===== src/rtl/riscv_rf_wb_arbiter_pkg.sv =====
// Shared constants for the register-file writeback arbiter.
// XLEN defaults to 32 and is overridable via the top-level parameter.
package riscv_rf_wb_arbiter_pkg;

    localparam int RF_XLEN = 32;

    localparam int REG_ADDR_W       = 5;
    localparam int NUM_REGS         = 32;
    localparam int STARVE_LIMIT_DEF = 4;
    // Wide enough for the largest legal starvation limit (15).
    localparam int STARVE_CNT_W     = 4;

endpackage


===== src/rtl/riscv_rf_scoreboard.sv =====
// Busy scoreboard for outstanding long-latency destinations plus the
// decode hazard compare. x0 is never marked busy; set beats clear.
module riscv_rf_scoreboard
    import riscv_rf_wb_arbiter_pkg::*;
(
    input  logic                  i_clk,
    input  logic                  i_rstn,
    input  logic                  i_set_valid,
    input  logic [REG_ADDR_W-1:0] i_set_addr,
    input  logic                  i_clr_valid,
    input  logic [REG_ADDR_W-1:0] i_clr_addr,
    input  logic [REG_ADDR_W-1:0] i_rs1_addr,
    input  logic [REG_ADDR_W-1:0] i_rs2_addr,
    output logic [NUM_REGS-1:0]   o_busy,
    output logic                  o_hazard_stall
);

    logic [NUM_REGS-1:0] busy_q, busy_d;

    // Next busy vector: clear first so a same-cycle set of the same reg wins.
    always_comb begin
        busy_d = busy_q;
        if (i_clr_valid)
            busy_d[i_clr_addr] = 1'b0;
        if (i_set_valid && (i_set_addr != '0))
            busy_d[i_set_addr] = 1'b1;
    end

    // Busy vector register; reset drops every outstanding destination.
    always_ff @(posedge i_clk or negedge i_rstn) begin
        if (!i_rstn) busy_q <= '0;
        else         busy_q <= busy_d;
    end

    // Stall decode while a non-zero source is still owned by the long unit.
    always_comb begin
        o_hazard_stall = (busy_q[i_rs1_addr] && (i_rs1_addr != '0)) ||
                         (busy_q[i_rs2_addr] && (i_rs2_addr != '0));
    end

    assign o_busy = busy_q;

endmodule


===== src/rtl/riscv_rf_wb_arbiter.sv =====
// Arbitrates the single regfile write port between the in-order
// writeback (port A, high priority) and the long-latency unit (port B).
// Optional macro RF_WB_STARVE_EN adds a starvation guard that forces
// B through after STARVE_LIMIT consecutive losses; without it the
// arbiter is strict priority.
module riscv_rf_wb_arbiter
    import riscv_rf_wb_arbiter_pkg::*;
#(
    parameter int XLEN         = RF_XLEN,
    parameter int STARVE_LIMIT = STARVE_LIMIT_DEF
) (
    input  logic                  i_clk,
    input  logic                  i_rstn,
    input  logic                  i_a_valid,
    output logic                  o_a_ready,
    input  logic [REG_ADDR_W-1:0] i_a_addr,
    input  logic [XLEN-1:0]       i_a_data,
    input  logic                  i_b_valid,
    output logic                  o_b_ready,
    input  logic [REG_ADDR_W-1:0] i_b_addr,
    input  logic [XLEN-1:0]       i_b_data,
    input  logic                  i_sb_set_valid,
    input  logic [REG_ADDR_W-1:0] i_sb_set_addr,
    input  logic [REG_ADDR_W-1:0] i_rs1_addr,
    input  logic [REG_ADDR_W-1:0] i_rs2_addr,
    output logic                  o_hazard_stall,
    output logic [NUM_REGS-1:0]   o_sb_busy,
    output logic                  o_rf_rd_wen,
    output logic [REG_ADDR_W-1:0] o_rf_rd_addr,
    output logic [XLEN-1:0]       o_rf_rd_data
);

    logic a_grant, b_grant;

`ifdef RF_WB_STARVE_EN
    logic [STARVE_CNT_W-1:0] cnt_q, cnt_d;
    logic                    force_b;

    // Grant with starvation guard: a saturated counter hands the port to B.
    always_comb begin
        force_b   = (cnt_q == STARVE_CNT_W'(STARVE_LIMIT)) && i_b_valid;
        o_a_ready = !force_b;
        o_b_ready = force_b || !i_a_valid;
        a_grant   = i_a_valid && o_a_ready;
        b_grant   = i_b_valid && o_b_ready;
        cnt_d     = cnt_q;
        if (!i_b_valid || b_grant)
            cnt_d = '0;
        else if (a_grant && (cnt_q != STARVE_CNT_W'(STARVE_LIMIT)))
            cnt_d = cnt_q + 1'b1;
    end

    // Count consecutive cycles B waits behind A.
    always_ff @(posedge i_clk or negedge i_rstn) begin
        if (!i_rstn) cnt_q <= '0;
        else         cnt_q <= cnt_d;
    end
`else
    // Strict priority: A always wins, B only fills idle slots.
    always_comb begin
        o_a_ready = 1'b1;
        o_b_ready = !i_a_valid;
        a_grant   = i_a_valid;
        b_grant   = i_b_valid && !i_a_valid;
    end

    // The limit has no meaning without the guard.
    wire unused_starve_limit = |STARVE_LIMIT;
`endif

    logic                  wen_q, wen_d;
    logic [REG_ADDR_W-1:0] addr_q, addr_d;
    logic [XLEN-1:0]       data_q, data_d;

    // Select the granted write; x0 writes are accepted but never enabled.
    always_comb begin
        wen_d  = 1'b0;
        addr_d = addr_q;
        data_d = data_q;
        if (a_grant) begin
            wen_d  = (i_a_addr != '0);
            addr_d = i_a_addr;
            data_d = i_a_data;
        end else if (b_grant) begin
            wen_d  = (i_b_addr != '0);
            addr_d = i_b_addr;
            data_d = i_b_data;
        end
    end

    // Registered write stage driving the regfile port directly.
    always_ff @(posedge i_clk or negedge i_rstn) begin
        if (!i_rstn) begin
            wen_q  <= 1'b0;
            addr_q <= '0;
            data_q <= '0;
        end else begin
            wen_q  <= wen_d;
            addr_q <= addr_d;
            data_q <= data_d;
        end
    end

    assign o_rf_rd_wen  = wen_q;
    assign o_rf_rd_addr = addr_q;
    assign o_rf_rd_data = data_q;

    // A B grant retires its destination on the same edge the write is captured.
    riscv_rf_scoreboard u_sb (
        .i_clk          (i_clk),
        .i_rstn         (i_rstn),
        .i_set_valid    (i_sb_set_valid),
        .i_set_addr     (i_sb_set_addr),
        .i_clr_valid    (b_grant),
        .i_clr_addr     (i_b_addr),
        .i_rs1_addr     (i_rs1_addr),
        .i_rs2_addr     (i_rs2_addr),
        .o_busy         (o_sb_busy),
        .o_hazard_stall (o_hazard_stall)
    );

endmodule


===== config.mk =====
export PLATFORM = sky130hd
export DESIGN_NAME = riscv_rf_wb_arbiter
export DESIGN_NICKNAME = d
export VERILOG_FILES = /design/src/rtl/riscv_rf_wb_arbiter_pkg.sv /design/src/rtl/riscv_rf_scoreboard.sv /design/src/rtl/riscv_rf_wb_arbiter.sv
export SDC_FILE = /design/constraint.sdc
export NUM_CORES = 1
export LEC_CHECK = 0
export BUFFER_PORTS_ARGS = -buffer_cell sky130_fd_sc_hd__buf_2
export CAP_MARGIN = 0
export CORE_UTILIZATION = 47
export CTS_BUF_LIST = sky130_fd_sc_hd__clkbuf_16
export DETAILED_ROUTE_END_ITERATION = 8
export PLACE_DENSITY = 0.76
export SLEW_MARGIN = 20
export SYNTH_ARGS = -nofsm -noshare
export SYNTH_HDL_FRONTEND = slang
export SYNTH_SLANG_ARGS = --single-unit

===== constraint.sdc =====
create_clock -name i_clk -period 2.55 [get_ports i_clk]
set_clock_uncertainty 0.15 [all_clocks]
set_input_delay 0.1275 -clock i_clk [delete_from_list [all_inputs] [get_ports i_clk]]
set_output_delay 0.1275 -clock i_clk [all_outputs]
set_load 0.01 [all_outputs]

==> flow_metrics.tcl <==
set metrics [dict create \
    outcome "finished with violations" \
    failed_checks "setup timing" \
    critPathLaunchType "flop" \
    synth-seq-area-share 0.4767 \
    synth.distinct_cells 39 \
    design.die.area_um2 8177 \
    power_per_cell_area_nw_per_um2 656.5 \
    drt_pass1_iterations 7 \
    vias_in_the_first_global_route 4127 \
    timing.slew.headroom 0.5101 \
    seqPwrFrac 0.392 \
    io_pins 167 \
    grt_use_total 0.3464 \
    syn2layout_area_growth_pct 52.43 \
    drt-vias-per-instance 5.838 \
    cts_max_path_buffers 2 \
    ctsRootBufferMaster "sky130_fd_sc_hd__clkbuf_16" \
    clkLatencyLatePin_ns 0.33 \
    detailedRoute.firstIterationViolations 263 \
    worstHoldStart "i_sb_set_addr[2]" \
    dominantRegCellSynth "sky130_fd_sc_hd__dfrtp_1" \
    layoutNonFillerInstCount 686 \
    power_switching_uw 1118 \
    critPathLaunch "u_sb.o_busy[19]" \
    route.vias.total 4005 \
    initial_core_util 0.4960 \
    overall_die_height_um 90.43 \
    die_w_um 90.43 \
    combPwrFrac 0.277 \
    cts.clk_slew.worst_paths_ns 0.06 \
    setup_slack_of_the_worst_register_to_register_path_ns 0.98 \
    switching_share 0.3040 \
    critical_path.endpoint_type "primary output" \
    period_minus_slack_ns 2.657 \
    final_layout_size_suffix_gt1_frac 0.3526 \
    grt_start_max_net_pins 77 \
    clock.fmax_mhz 376.4 \
    setup_slack_ns -0.1070 \
    synth_fp_nets 440 \
    detail_route.wirelength_um 13590 \
    cp_data_required_time_ns 2.27 \
    hold_path.class "in2reg" \
    numPlacedInstances 594 \
    utilization 0.7561 \
    antennaDiodeCount 0 \
    max-cap-violations 0 \
    drc_errors 0 \
    synth-edff-count 0 \
    fin_nets 676 \
    synth_instances 346 \
    clk_network_pwr_share 0.331 \
    dp_hpwl_um 7965 \
    first_pass_grt_wire_length_um 21580 \
    timing.final.crit_share 1.042 \
    numCtsBuffers 9 \
    critical_path_fanouts_max 2 \
    crit_arrival_ns 2.38 \
    setup_viol 1 \
    place.port_buffers 165 \
    cts_tree "done" \
    tightestPinTransition_ns 0.7349 \
    routedWlPerCell_um 19.80 \
    async_set_or_reset_register_ratio_after_synthesis 1.000 \
    synth.ff_latch_count 70 \
    power.static_leakage_uw 0.002689 \
    antenna_violating_nets_post_route 0 \
    r2r-start "o_rf_rd_data[10]" \
    worstSetupPathType "reg2out" \
    synth_area_per_cell_um2 10.62 \
    place_ws_ns 0.1953 \
    final_weighted_congestion_of_routability_driven_global_placement 0.9145 \
    ir_drop_mv 0.3866 \
    coreArea_um2 7408 \
    overflow 0 \
    rsz0062_at_grt "true" \
    htree_num_levels 3 \
    cts_sinks 70 \
    rows 31 \
    internal_power_uw 2559 \
    antenna_violations_before_repair 0 \
    yosys_warnings 0 \
    finalHoldViolCount 0 \
    slew_viol_final 0 \
    syn-cell-area_um2 3675 \
]
-- final timing paths --
kind | end | depth (start not counted)
worst max register to register | o_rf_rd_data[10] | 3
worst max-delay path | o_hazard_stall | 5
max in group asynchronous | u_sb.o_busy[14] | 3
min in group asynchronous | o_rf_rd_data[22] | 2
worst min register to register | u_sb.o_busy[5] | 2
worst min-delay path | u_sb.o_busy[7] | 3
-- Yosys cell counts, types with 2 or more instances --
master / instances / share of area
sky130_fd_sc_hd__mux4_2: 5 / 0.031
sky130_fd_sc_hd__or3_1: 2 / 0.0034
sky130_fd_sc_hd__buf_6: 3 / 0.0092
sky130_fd_sc_hd__nand3b_1: 12 / 0.025
sky130_fd_sc_hd__a311o_1: 2 / 0.0054
sky130_fd_sc_hd__nand2_1: 41 / 0.042
sky130_fd_sc_hd__mux4_1: 7 / 0.050
sky130_fd_sc_hd__clkbuf_1: 12 / 0.012
sky130_fd_sc_hd__nor2b_1: 2 / 0.0034
sky130_fd_sc_hd__nor2_1: 7 / 0.0072
sky130_fd_sc_hd__buf_1: 4 / 0.0041
sky130_fd_sc_hd__a21oi_1: 2 / 0.0027
sky130_fd_sc_hd__or4_1: 2 / 0.0041
sky130_fd_sc_hd__mux2_2: 3 / 0.0092
sky130_fd_sc_hd__o21ai_0: 100 / 0.14
sky130_fd_sc_hd__mux2i_1: 40 / 0.11
sky130_fd_sc_hd__or3b_2: 5 / 0.012
sky130_fd_sc_hd__nand3_1: 4 / 0.0054
sky130_fd_sc_hd__dfrtp_1: 70 / 0.48
sky130_fd_sc_hd__or2b_1: 2 / 0.0041
sky130_fd_sc_hd__nand4b_1: 3 / 0.0072
-- cell families after synthesis --
logic type	synth area share
AO/OA/AOI/OAI	0.1696
buffers and inverters	0.02996
flip-flops	0.4767
multiplexers	0.2057
other	0.001020
AND/OR/NAND/NOR	0.1171
-- per-stage QoR --
| step | cell area [um^2] | power (uW) | setup TNS [ns] | hold slack (ns) |
|---|---|---|---|---|
| CTS | 5602 | 3637 | -0.1101 | 0.02440 |
| floorplan | 3675 | 1865 | 0 | -0.3181 |
| finish | 5602 | 3677 | -0.1070 | 0.02687 |
| global placement | 4568 | 2243 | 0 | 0.07736 |
| detailed placement | 4568 | 2275 | 0 | 0.07420 |
| global route | 5602 | 3828 | -0.1438 | 0.05572 |
-- timing repair --
item,in CTS,in global routing
pin swaps,2,0
setup endpoints to repair,1,1
hold buffers,70,0
resized for setup,3,0
hold endpoints to repair,69,0
buffers inserted,6,0
-- cells in the final DEF (no fill, tap or decap), drive strengths merged, types with 2 or more instances in the layout --
master | synthesis | routed
nand2 | 41 | 41
or3 | 2 | 2
clkinvlp | 0 | 2
dfrtp | 70 | 70
buf | 9 | 176
o21ai | 100 | 100
or2b | 2 | 2
nand3b | 12 | 12
clkbuf | 12 | 9
clkinv | 0 | 3
mux2 | 3 | 3
or4 | 2 | 2
nor2 | 7 | 7
a21oi | 2 | 2
nand4b | 3 | 3
dlygate4sd3 | 0 | 70
mux4 | 13 | 13
a311o | 2 | 2
mux2i | 40 | 40
nand3 | 4 | 4
inv | 1 | 2
or3b | 5 | 5
a21o | 2 | 2
nor2b | 2 | 2
-- metal layers --
layer / up-vias / GRT usage / part of all wire
met5: - / 0 / 0
met2: 275 / 0.5891 / 0.50
met1: 1925 / 0.4060 / 0.36
met4: 0 / 0.2003 / 0.044
li1: 1757 / - / -
met3: 48 / 0.07239 / 0.094
-- area by class of cell --
cell class / instances / area [um^2]
clock buffers: 9 / 225.2
clock inverters: 7 / 66.31
fillers: 466 / 1807
inverters: 1 / 3.754
multi-input cells: 254 / 1809
flip-flops and latches: 70 / 1752
well taps: 99 / 123.9
repair buffers: 246 / 1622
-- state kept, by name, indices dropped and copies added, names as in the netlist --
register and count:
o_rf_rd_data 32, u_sb.o_busy 32, o_rf_rd_addr 5, o_rf_rd_wen 1
-- power by group through the flow --
stage               clock network (uW)  registers [uW]  logic (uW)
global route                      1270            1460        1100
detailed placement                   0            1450         821
floorplan                            0            1500         366
global placement                     0            1430         809
finish                            1220            1440        1020
CTS                               1230            1430         979
-- critical path, stage by stage (launching register included) --
cell and delay [ns]:
sky130_fd_sc_hd__dfrtp_1 0.37, sky130_fd_sc_hd__mux4_4 0.60, sky130_fd_sc_hd__a22o_1 0.21, sky130_fd_sc_hd__a32o_1 0.20
sky130_fd_sc_hd__or4_1 0.52, sky130_fd_sc_hd__buf_2 0.15
No activity file was read; power rests on OpenSTA's default activity.
